## src/rtl/sample_valid_pipe.sv

```systemverilog
// sample_valid_pipe: valid/ready pipeline adding ADDEND to in_data; occupancy counter under SAMPLE_VALID_PIPE_OCC_EN
module sample_valid_pipe #(
    parameter int WIDTH  = 32,
    parameter int STAGES = 2,
    parameter int ADDEND = 42
) (
    input  logic                             clk,
    input  logic                             rst_n,
    input  logic                             input_valid,
    output logic                             input_ready,
    input  logic [WIDTH-1:0]                 in_data,
    input  logic                             flush,
    output logic                             output_valid,
    input  logic                             output_ready,
`ifdef SAMPLE_VALID_PIPE_OCC_EN
    output logic [$clog2(STAGES+1)-1:0]      occupancy,
`endif
    output logic [WIDTH-1:0]                 out
);
    localparam logic [WIDTH-1:0] ADD = WIDTH'(ADDEND);
    logic [STAGES-1:0] v, adv, up_v;
    logic [WIDTH-1:0]  d    [STAGES];
    logic [WIDTH-1:0]  up_d [STAGES];
    logic              accept;
    assign input_ready  = ~rst_n | (adv[0] & ~flush);
    assign accept       = rst_n & input_valid & input_ready;
    assign output_valid = v[STAGES-1];
    assign out          = d[STAGES-1];
    // a stage may move when its successor moves or it holds nothing
    always_comb begin
        adv[STAGES-1] = output_ready | ~v[STAGES-1];
        for (int i = STAGES - 2; i >= 0; i--) adv[i] = adv[i+1] | ~v[i];
    end
    // upstream feed of each stage: the adder for stage 0, the previous stage otherwise
    always_comb begin
        up_v[0] = accept;
        up_d[0] = in_data + ADD;
        for (int i = 1; i < STAGES; i++) begin
            up_v[i] = v[i-1];
            up_d[i] = d[i-1];
        end
    end
    // stage registers: flush drops valids only, data loads only with a valid item
    always_ff @(posedge clk or negedge rst_n) begin
        if (!rst_n) begin
            v <= '0;
            for (int i = 0; i < STAGES; i++) d[i] <= '0;
        end else begin
            for (int i = 0; i < STAGES; i++) begin
                if (flush) v[i] <= 1'b0;
                else if (adv[i]) v[i] <= up_v[i];
                if (!flush && adv[i] && up_v[i]) d[i] <= up_d[i];
            end
        end
    end
`ifdef SAMPLE_VALID_PIPE_OCC_EN
    logic xfer;
    assign xfer = v[STAGES-1] & output_ready;
    // count of items held: up on accept, down on output transfer
    always_ff @(posedge clk or negedge rst_n) begin
        if (!rst_n) occupancy <= '0;
        else if (flush) occupancy <= '0;
        else if (accept && !xfer) occupancy <= occupancy + 1'b1;
        else if (xfer && !accept) occupancy <= occupancy - 1'b1;
    end
`endif
endmodule

```

## config.mk

```make
export PLATFORM = sky130hd
export DESIGN_NAME = sample_valid_pipe
export DESIGN_NICKNAME = d
export VERILOG_FILES = /design/src/rtl/sample_valid_pipe.sv
export SDC_FILE = /design/constraint.sdc
export NUM_CORES = 1
export LEC_CHECK = 0
export BUFFER_PORTS_ARGS = -buffer_cell sky130_fd_sc_hd__buf_2
export CAP_MARGIN = 20
export CORE_MARGIN = 2
export CORE_UTILIZATION = 54
export CTS_BUF_LIST = sky130_fd_sc_hd__clkbuf_4 sky130_fd_sc_hd__clkbuf_8 sky130_fd_sc_hd__clkbuf_16
export DETAILED_ROUTE_END_ITERATION = 8
export GPL_ROUTABILITY_DRIVEN = 0
export PLACE_DENSITY = 0.81
export SLEW_MARGIN = 20
export SYNTH_ARGS = -nofsm -noshare
export SYNTH_HDL_FRONTEND = slang
export SYNTH_SLANG_ARGS = --single-unit
```

## constraint.sdc

```tcl
create_clock -name clk -period 1.8 [get_ports clk]
set_input_delay 0.36 -clock clk [delete_from_list [all_inputs] [get_ports clk]]
set_output_delay 0.36 -clock clk [all_outputs]
set_load 0.005 [all_outputs]
```

==> impl_metrics.yaml, run 1 <==
final_layout:
  n_antenna_cell: 0
  drive_gt1_share_pct: 37.4
  final_cell_count_no_fill: 439
  fin_nets: 397
  nFillCells: 487
  area_delta_synth_final_pct: 13.0
setup_path:
  timing.rr.start: "v[1]$_DFFE_PN0P_"
  crit_path_end_kind: "flop"
  critPathLaunch: "v[1]$_DFFE_PN0P_"
  worstSetupPathType: "flop to flop"
  slowest_stage: "or3_2"
  r2r_end: "d[48]$_DFFE_PN0P_"
  cp.required_ns: 2.02
  critPathLaunchType: "flop"
  crit_end: "d[48]$_DFFE_PN0P_"
  ff2ff_setup_slack_ns: 0.08
  rr_worst_depth: 6
  crit_chain: "nor2b_1, and2_1, or3_2, buf_12, nand2_1, o21ai_1"
  worst_ep_arrival_time_ns: 1.94
  max_stage_delay_ns: 0.48
  crit_fanout: 62
synth:
  async_flop_share_pct: 100
  synth-edff-count: 0
  syn-num-nets: 353
  yosysSeqAreaShare_pct: 49.7
  syn_inst: 315
  synth.area.top_cells: "dfrtp_1, mux2_2, buf_4"
  syn_avg_cell_area_um2: 10.6
  synth_cell_type_count: 33
  ys.flop_type: "dfrtp_1"
  yosysMostFrequentCell: "dfrtp_1"
  synthTopCellsByCount: "dfrtp_1, nand2_1, buf_4, mux2_2, o21ai_0"
  yosysTopAreaCellShare_pct: 49.7
  synth_seq_cells: 66
  synth_area_um2: 3330
  synth_top_area_cell: "dfrtp_1"
  ys_warn_count: 0
floorplanning:
  core_um2: 5920
  die_area_um2: 6800
  dieWidth_um: 82.5
  fp.dieH_um: 82.5
  rows: 28
  initial_core_util_pct: 56.2
  io_pins: 71
detailed_routing:
  first_iter_violations: 134
  routedWlPerCell_um: 14.9
  drt_wl_total_um: 6520
  remaining_drc_errors: 0
  ant_nets: 0
  route.vias.total: 2316
  viasPerCell: 5.28
  dr.pass1.iters: 4
cts:
  root_buffer: "clkbuf_8"
  cts_resized: 0
  clock_latency_ns: 0.34
  cts.sinks: 66
  clk_path_buf_depth: 2
  clk_pin_slew_ns: 0.07
  htreeDepth: 3
  post-cts-setup-buffers: 0
  cts_hold_buf: 0
  cts_buffers: 9
  cts_tree: "done"
global_route:
  grt_pass1_wl_um: 10600
  grt_overflow_total: 0
  antenna_found_initial: 0
  grt_pass1_vias: 2224
  grt_use_total_pct: 21.4
  grt_max_degree: 67
worst_hold_path:
  worstHoldPathType: "input pin to asynchronous set/reset pin"
run:
  drv_cap: 0
place:
  dp.cells: 423
  dpl.hpwl_um: 4780
  portBuffers: 70
sta:
  skew_ns: 0.00755
  setup_viol: 0
  setup_tns_ns: 0
  tightest_slew_ns: 0.812
  finalMaxSlewViolations: 0
  fmax_mhz: 580
  hold_viol_final: 0
  layout_min_cycle_time_ns: 1.72
  rsz0062_at_grt: "no"
  relSlewSlack_pct: 45.9
  period_share_pct: 95.7
pwr:
  powerDensity_nw_per_um2: 1080
  vdd_drop_max_v: 0.000589
  cellLeakagePower_nw: 1.74
run_status:
  status: "finished, final reports clean"
## metal layers
metal	wire, um	vias up	global-route usage (%)
li1	-	1126	-
met3	373	14	5.98
met2	3150	58	33.8
met4	126	0	10.0
met5	0	-	0
met1	2870	1118	27.2
## area by class of cell
type / count / area, um^2 / area share, %
inverters: 1 / 3.75 / 0.0999
flip-flops and latches: 66 / 1650 / 43.9
repair buffers: 77 / 415 / 11.1
clock buffers: 14 / 174 / 4.63
clock inverters: 2 / 35.0 / 0.932
well taps: 75 / 93.8 / 2.50
multi-input cells: 204 / 1390 / 36.9
## report_power, final
| part | internal (mW) | switching (mW) |
|---|---|---|
| Sequential | 1.82 | 0.161 |
| Clock | 0.760 | 0.531 |
| Combinational | 0.431 | 0.361 |
## logic make-up (layout without fill, tap and decap cells)
family	after synthesis	after routing	share of synthesized area, %
compound gates	40	40	6.55
xor+xnor	28	28	7.37
fa+ha+maj	1	1	0.376
buf+inv	45	94	8.92
flops	66	66	49.7
mux	32	32	10.8
simple gates	103	103	16.3
## cells in the final DEF, fill, tap and decap left out, types with 2 or more instances in the layout
cell,synthesis,routed
mux2_2,32,32
dfrtp_1,66,66
nor4_2,2,2
clkbuf_8,0,11
nand4_1,4,4
o21ai_1,7,8
o21ai_0,24,23
and4_1,2,2
a21oi_1,4,4
xnor2_1,18,18
nor2_1,10,10
and2_1,5,5
nand2_1,49,49
and3_1,2,2
clkbuf_4,0,3
o21ai_2,3,3
nor4_1,4,4
xor2_1,10,10
buf_2,6,70
nand3_1,10,10
nor3_1,7,7
buf_4,32,6
## stage by stage
stage | instance area [um^2] | power (mW) | util, % | worst slack [ns] | hold WS (ns)
2_1_floorplan | 3330 | 2.68 | - | 0.171 | 0.0644
3_3_place_gp | 3550 | 2.77 | 60.0 | 0.0575 | 0.455
3_5_place_dp | 3550 | 2.82 | 60.0 | 0.0452 | 0.459
4_1_cts | 3760 | 4.11 | 63.5 | 0.0406 | 0.202
5_1_grt | 3760 | 4.31 | 63.5 | 0.000344 | 0.209
6_report | 3760 | 4.07 | 63.5 | 0.0772 | 0.208
## critical path: cells and delay by family, from the launching register on
family / cells / cell delay (ns)
AO/OA/AOI/OAI: 1 / 0.08
AND/OR/NAND/NOR: 4 / 0.92
buffers and inverters: 1 / 0.21
flip-flops: 1 / 0.36
## worst min path at each step
stage                     slack, ns         startpoint                 to
after floorplan                0.06              rst_n  d[32]$_DFFE_PN0P_
after global placement         0.45  d[34]$_DFFE_PN0P_  d[34]$_DFFE_PN0P_
after detailed placement       0.46  d[34]$_DFFE_PN0P_  d[34]$_DFFE_PN0P_
after CTS                      0.20         in_data[0]  d[32]$_DFFE_PN0P_
after global routing           0.21         in_data[0]  d[32]$_DFFE_PN0P_
final                          0.21              rst_n   v[1]$_DFFE_PN0P_
## flip-flops by register name (all words and copies together) (netlist names)
register  count
out          32
v             2
d            32
(Power assumes the default switching activity.)
==> run 2, diff against run 1 <==
- CORE_UTILIZATION: 54 -> 49
- PLACE_DENSITY: 0.81 -> 0.78
- clock period: 1.8 -> 1.5 ns (I/O delays scaled with it)
==> run 2 against run 1 <==
Effect of this change: the flow now finishes with violations (negative setup slack); flip-flop and latch count unchanged; hold slack got worse by 0.042 ns; critical endpoint is now input_ready; largest cell class is now multi-input combinational cells; cell count increased by 13%; die area increased by 9.7%; design area increased by 26%.
==> impl_metrics.yaml, run 2 (synthesized netlist as in run 1, its figures left out) <==
setup_path:
  ff2ff_setup_slack_ns: -0.11
  worst_ep_arrival_time_ns: 1.32
  rr_worst_depth: 6
  crit_end: "input_ready"
  cp.required_ns: 1.20
  critPathLaunch: "v[1]$_DFFE_PN0P_"
  r2r_end: "out[27]$_DFFE_PN0P_"
  crit_fanout: 3
  worstSetupPathType: "flop to primary output"
  crit_path_end_kind: "primary output"
  timing.rr.start: "v[1]$_DFFE_PN0P_"
  critPathLaunchType: "flop"
floorplanning:
  dieWidth_um: 86.4
  die_area_um2: 7460
  rows: 30
  core_um2: 6680
  fp.dieH_um: 86.4
  initial_core_util_pct: 49.8
  io_pins: 71
detailed_routing:
  route.vias.total: 2759
  viasPerCell: 5.55
  routedWlPerCell_um: 19.6
  drt_wl_total_um: 9740
  first_iter_violations: 178
  dr.pass1.iters: 4
  ant_nets: 0
  remaining_drc_errors: 0
sta:
  fmax_mhz: 617
  finalMaxSlewViolations: 0
  period_share_pct: 108
  relSlewSlack_pct: 44.5
  tightest_slew_ns: 0.833
  rsz0062_at_grt: "yes"
  hold_viol_final: 0
  layout_min_cycle_time_ns: 1.62
  setup_slack_ns: -0.121
  skew_ns: 0.00939
  setup_viol: 55
pwr:
  cellLeakagePower_nw: 2.23
  vdd_drop_max_v: 0.000632
  powerDensity_nw_per_um2: 1160
cts:
  cts_buffers: 9
  cts.sinks: 66
  clk_pin_slew_ns: 0.07
  root_buffer: "clkbuf_8"
  clk_path_buf_depth: 2
  htreeDepth: 3
  cts_tree: "done"
  cts_hold_buf: 0
  clock_latency_ns: 0.35
final_layout:
  layout_commonest_cell: "buf_2"
  nFillCells: 437
  drive_gt1_share_pct: 57.2
  final_cell_count_no_fill: 497
  fin_nets: 451
  mostFrequentLayoutCells: "buf_2, dfrtp_1, buf_4, mux2_4, o21ai_2"
  area_delta_synth_final_pct: 42.7
global_route:
  grt_max_degree: 67
  grt_use_met3_pct: 5.05
  use_met1_pct: 26.3
  met2_usage_pct: 36.4
  antenna_found_initial: 1
  grt_pass1_vias: 2628
  grt_pass1_wl_um: 12500
  grt_overflow_total: 0
  grt_use_total_pct: 22.2
  top_usage_layer: "met2"
place:
  place_ws_ns: -0.198
  dpl.hpwl_um: 5290
  portBuffers: 70
  dp.cells: 466
run:
  drv_cap: 0
run_status:
  status: "complete, but fails checks"
  violations: "negative setup slack"
worst_hold_path:
  worstHoldPathType: "input pin to flop"
==> run 2: cell types whose count changed in the layout (fill, tap and decap cells not counted), sizes merged <==
cell,before,now
or3,1,2
bufinv,1,2
diode,0,1
clkbuf,14,18
buf,77,123
==> run 2: where the power goes <==
group / leakage (nW) / internal (mW) / switching, mW / total [mW]
sequential: 0.832 / 2.19 / 0.280 / 2.47
combinational: 1.29 / 0.840 / 0.564 / 1.40
clock: 0.109 / 0.979 / 0.659 / 1.64
==> run 2: stage by stage <==
step | TNS (ns) | area, um^2 | hold WS (ns) | total power, mW | utilization, %
floorplan | -0.351 | 3400 | 0.00441 | 3.26 | -
global route | -6.21 | 4750 | 0.159 | 5.76 | 71.0
CTS | -2.89 | 4290 | 0.152 | 5.26 | 64.1
finish | -3.89 | 4750 | 0.166 | 5.51 | 71.0
detailed placement | -6.08 | 3900 | 0.465 | 3.48 | 58.3
global placement | -4.67 | 3900 | 0.450 | 3.42 | 58.3
==> run 2: how the worst min path moves through the flow <==
| stage | end | slack [ns] | from | cells after the start |
|---|---|---|---|---|
| 2_1_floorplan | d[32]$_DFFE_PN0P_ | 0.004 | rst_n | 0 |
| 6_report | d[32]$_DFFE_PN0P_ | 0.17 | in_data[0] | 3 |
| 3_5_place_dp | d[38]$_DFFE_PN0P_ | 0.47 | d[38]$_DFFE_PN0P_ | 2 |
| 5_1_grt | d[32]$_DFFE_PN0P_ | 0.16 | in_data[0] | 3 |
| 3_3_place_gp | d[34]$_DFFE_PN0P_ | 0.45 | d[34]$_DFFE_PN0P_ | 2 |
| 4_1_cts | d[32]$_DFFE_PN0P_ | 0.15 | in_data[0] | 3 |
==> run 2: layout make-up <==
| cell class | instances | area [um^2] | share of cell area, % |
|---|---|---|---|
| Tap cell | 80 | 100 | 2.11 |
| Timing Repair Buffer | 130 | 1050 | 22.1 |
| Clock inverter | 3 | 65.1 | 1.37 |
| Antenna cell | 1 | 2.50 | 0.0527 |
| Inverter | 1 | 3.75 | 0.0791 |
| Multi-Input combinational cell | 205 | 1730 | 36.5 |
| Clock buffer | 11 | 145 | 3.06 |
| Sequential cell | 66 | 1650 | 34.8 |
==> run 2: worst max-delay path: stages, from the launching register on <==
cell and delay, ns:
dfrtp_1 0.37, nor2b_4 0.13, and2_4 0.15, buf_6 0.11
o21ai_1 0.09, buf_2 0.12
==> run 2: layer usage <==
metal / wire length, um / vias to the layer above
met2: 5010 / 106
met3: 628 / 30
met1: 3680 / 1375
li1: - / 1248
met5: 0 / -
met4: 420 / 0
==> run 2: repair_timing <==
item                                    CTS  global route
cloned                                    2            10
buffers inserted                          2             2
endpoints found under the setup margin   65            60
pin swaps                                 2            20
gates resized for setup                  32            69
==> run 3, diff against run 2 <==
- TNS_END_PERCENT: default -> 10
==> run 3 against run 2 <==
Effect of this change: clock skew is 0.00075 ns higher; global-route usage is 1.1 points lower; sequential power is 2% lower; non-clock buffer count is 8 lower; total power is 12% lower; register-to-register slack better by 0.03 ns; critical path type unchanged; the run still ends with negative setup slack left; combinational power is 15% lower; hold slack worse by 0.020 ns; flip-flop and latch count stayed put; highest routed layer unchanged.
==> impl_metrics.yaml, run 3 (synthesized netlist as in run 1, its figures left out) <==
cts:
  cts_buffers: 9
  root_buffer: "clkbuf_8"
  clk_pin_slew_ns: 0.06
  clk_path_buf_depth: 2
  htreeDepth: 3
  cts.sinks: 66
  cts_tree: "done"
  clock_latency_ns: 0.35
sta:
  relSlewSlack_pct: 50.2
  hold_viol_final: 0
  finalMaxSlewViolations: 0
  layout_min_cycle_time_ns: 1.60
  hold_slack_ns: 0.146
  setup_slack_ns: -0.102
  tightest_slew_ns: 0.744
  fmax_mhz: 624
  setup_viol: 33
  skew_ns: 0.0101
  setup_tns_ns: -2.04
  rsz0062_at_grt: "yes"
  period_share_pct: 107
final_layout:
  final_cell_count_no_fill: 485
  drive_gt1_share_pct: 45.7
  mostFrequentLayoutCells: "buf_2, dfrtp_1, nand2_1, buf_4, o21ai_1"
  nFillCells: 531
  layout_commonest_cell: "buf_2"
  n_antenna_cell: 0
  final_area_um2: 4260
  area_delta_synth_final_pct: 28.1
  fin_nets: 442
  final_util_pct: 63.7
detailed_routing:
  ant_nets: 0
  routedWlPerCell_um: 16.4
  remaining_drc_errors: 0
  route.vias.total: 2545
  viasPerCell: 5.25
  first_iter_violations: 91
  dr.pass1.iters: 4
  drt_wl_total_um: 7930
place:
  placed_area_um2: 3870
  portBuffers: 70
  place_ws_ns: -0.187
  dpl.hpwl_um: 5460
  dp.cells: 466
global_route:
  grt_pass1_vias: 2534
  grt_pass1_wl_um: 12100
  antenna_found_initial: 0
  grt_overflow_total: 0
  grt_max_degree: 36
  grt_use_total_pct: 21.1
floorplanning:
  rows: 30
  dieWidth_um: 86.4
  io_pins: 71
  fp.dieH_um: 86.4
  die_area_um2: 7460
  initial_core_util_pct: 49.8
  core_um2: 6680
run:
  drv_cap: 0
run_status:
  status: "complete, but fails checks"
  violations: "negative setup slack"
pwr:
  cellLeakagePower_nw: 2.02
  total_power_mw: 4.85
  vdd_drop_max_v: 0.000556
  powerDensity_nw_per_um2: 1140
setup_path:
  worstSetupPathType: "flop to primary output"
  critPathLaunchType: "flop"
  worst_ep_arrival_time_ns: 1.30
  crit_fanout: 2
  cp.required_ns: 1.20
  crit_path_end_kind: "primary output"
worst_hold_path:
  worstHoldPathType: "input pin to flop"
==> run 3: layout make-up <==
class / instances / area, um^2 / area share [%]
Timing Repair Buffer: 122 / 842 / 19.8
Clock buffer: 11 / 145 / 3.41
Inverter: 1 / 3.75 / 0.0881
Multi-Input combinational cell: 204 / 1510 / 35.5
Tap cell: 80 / 100 / 2.35
Clock inverter: 1 / 5.00 / 0.118
Sequential cell: 66 / 1650 / 38.8
==> run 3: where the power goes <==
part	leakage (nW)	switching (mW)	internal, mW
logic	1.11	0.472	0.718
clock network	0.0804	0.617	0.623
registers	0.832	0.229	2.19
total	2.02	1.32	3.53
==> run 3: repair_timing <==
item | 4_1_cts | 5_1_grt
hold endpoints to repair | 15 | 0
setup buffers | 0 | 3
setup endpoints to repair | 65 | 65
hold buffers | 1 | 0
pin swaps | 1 | 3
gates cloned | 0 | 3
resized for setup | 5 | 38
==> run 3: final timing paths <==
| kind | depth (start not counted) | slack [ns] | end | startpoint |
|---|---|---|---|---|
| max | 5 | -0.10 | input_ready | v[1]$_DFFE_PN0P_ |
| min in group asynchronous | 3 | 0.16 | out[15]$_DFFE_PN0P_ | rst_n |
| max reg2reg | 6 | -0.08 | out[20]$_DFFE_PN0P_ | v[1]$_DFFE_PN0P_ |
| min reg2reg | 2 | 0.48 | d[32]$_DFFE_PN0P_ | d[32]$_DFFE_PN0P_ |
| min | 3 | 0.15 | d[32]$_DFFE_PN0P_ | in_data[0] |
| max in group asynchronous | 3 | 0.24 | out[6]$_DFFE_PN0P_ | rst_n |
==> run 3: routing by layer <==
metal | routed length (um) | part of all wire (%) | GRT usage (%) | vias up
met4 | 309 | 3.9 | 11.9 | 0
met5 | 0 | 0 | 0 | -
met2 | 3910 | 49 | 33.5 | 74
li1 | - | - | - | 1221
met1 | 3350 | 42 | 26.7 | 1229
met3 | 360 | 4.5 | 4.86 | 21
==> run 3: worst max-delay path, cell delays in order (launching register included) <==
cell	delay [ns]
dfrtp_1	0.38
nor2b_4	0.13
and2_4	0.13
buf_6	0.11
o21ai_2	0.09
buf_2	0.12
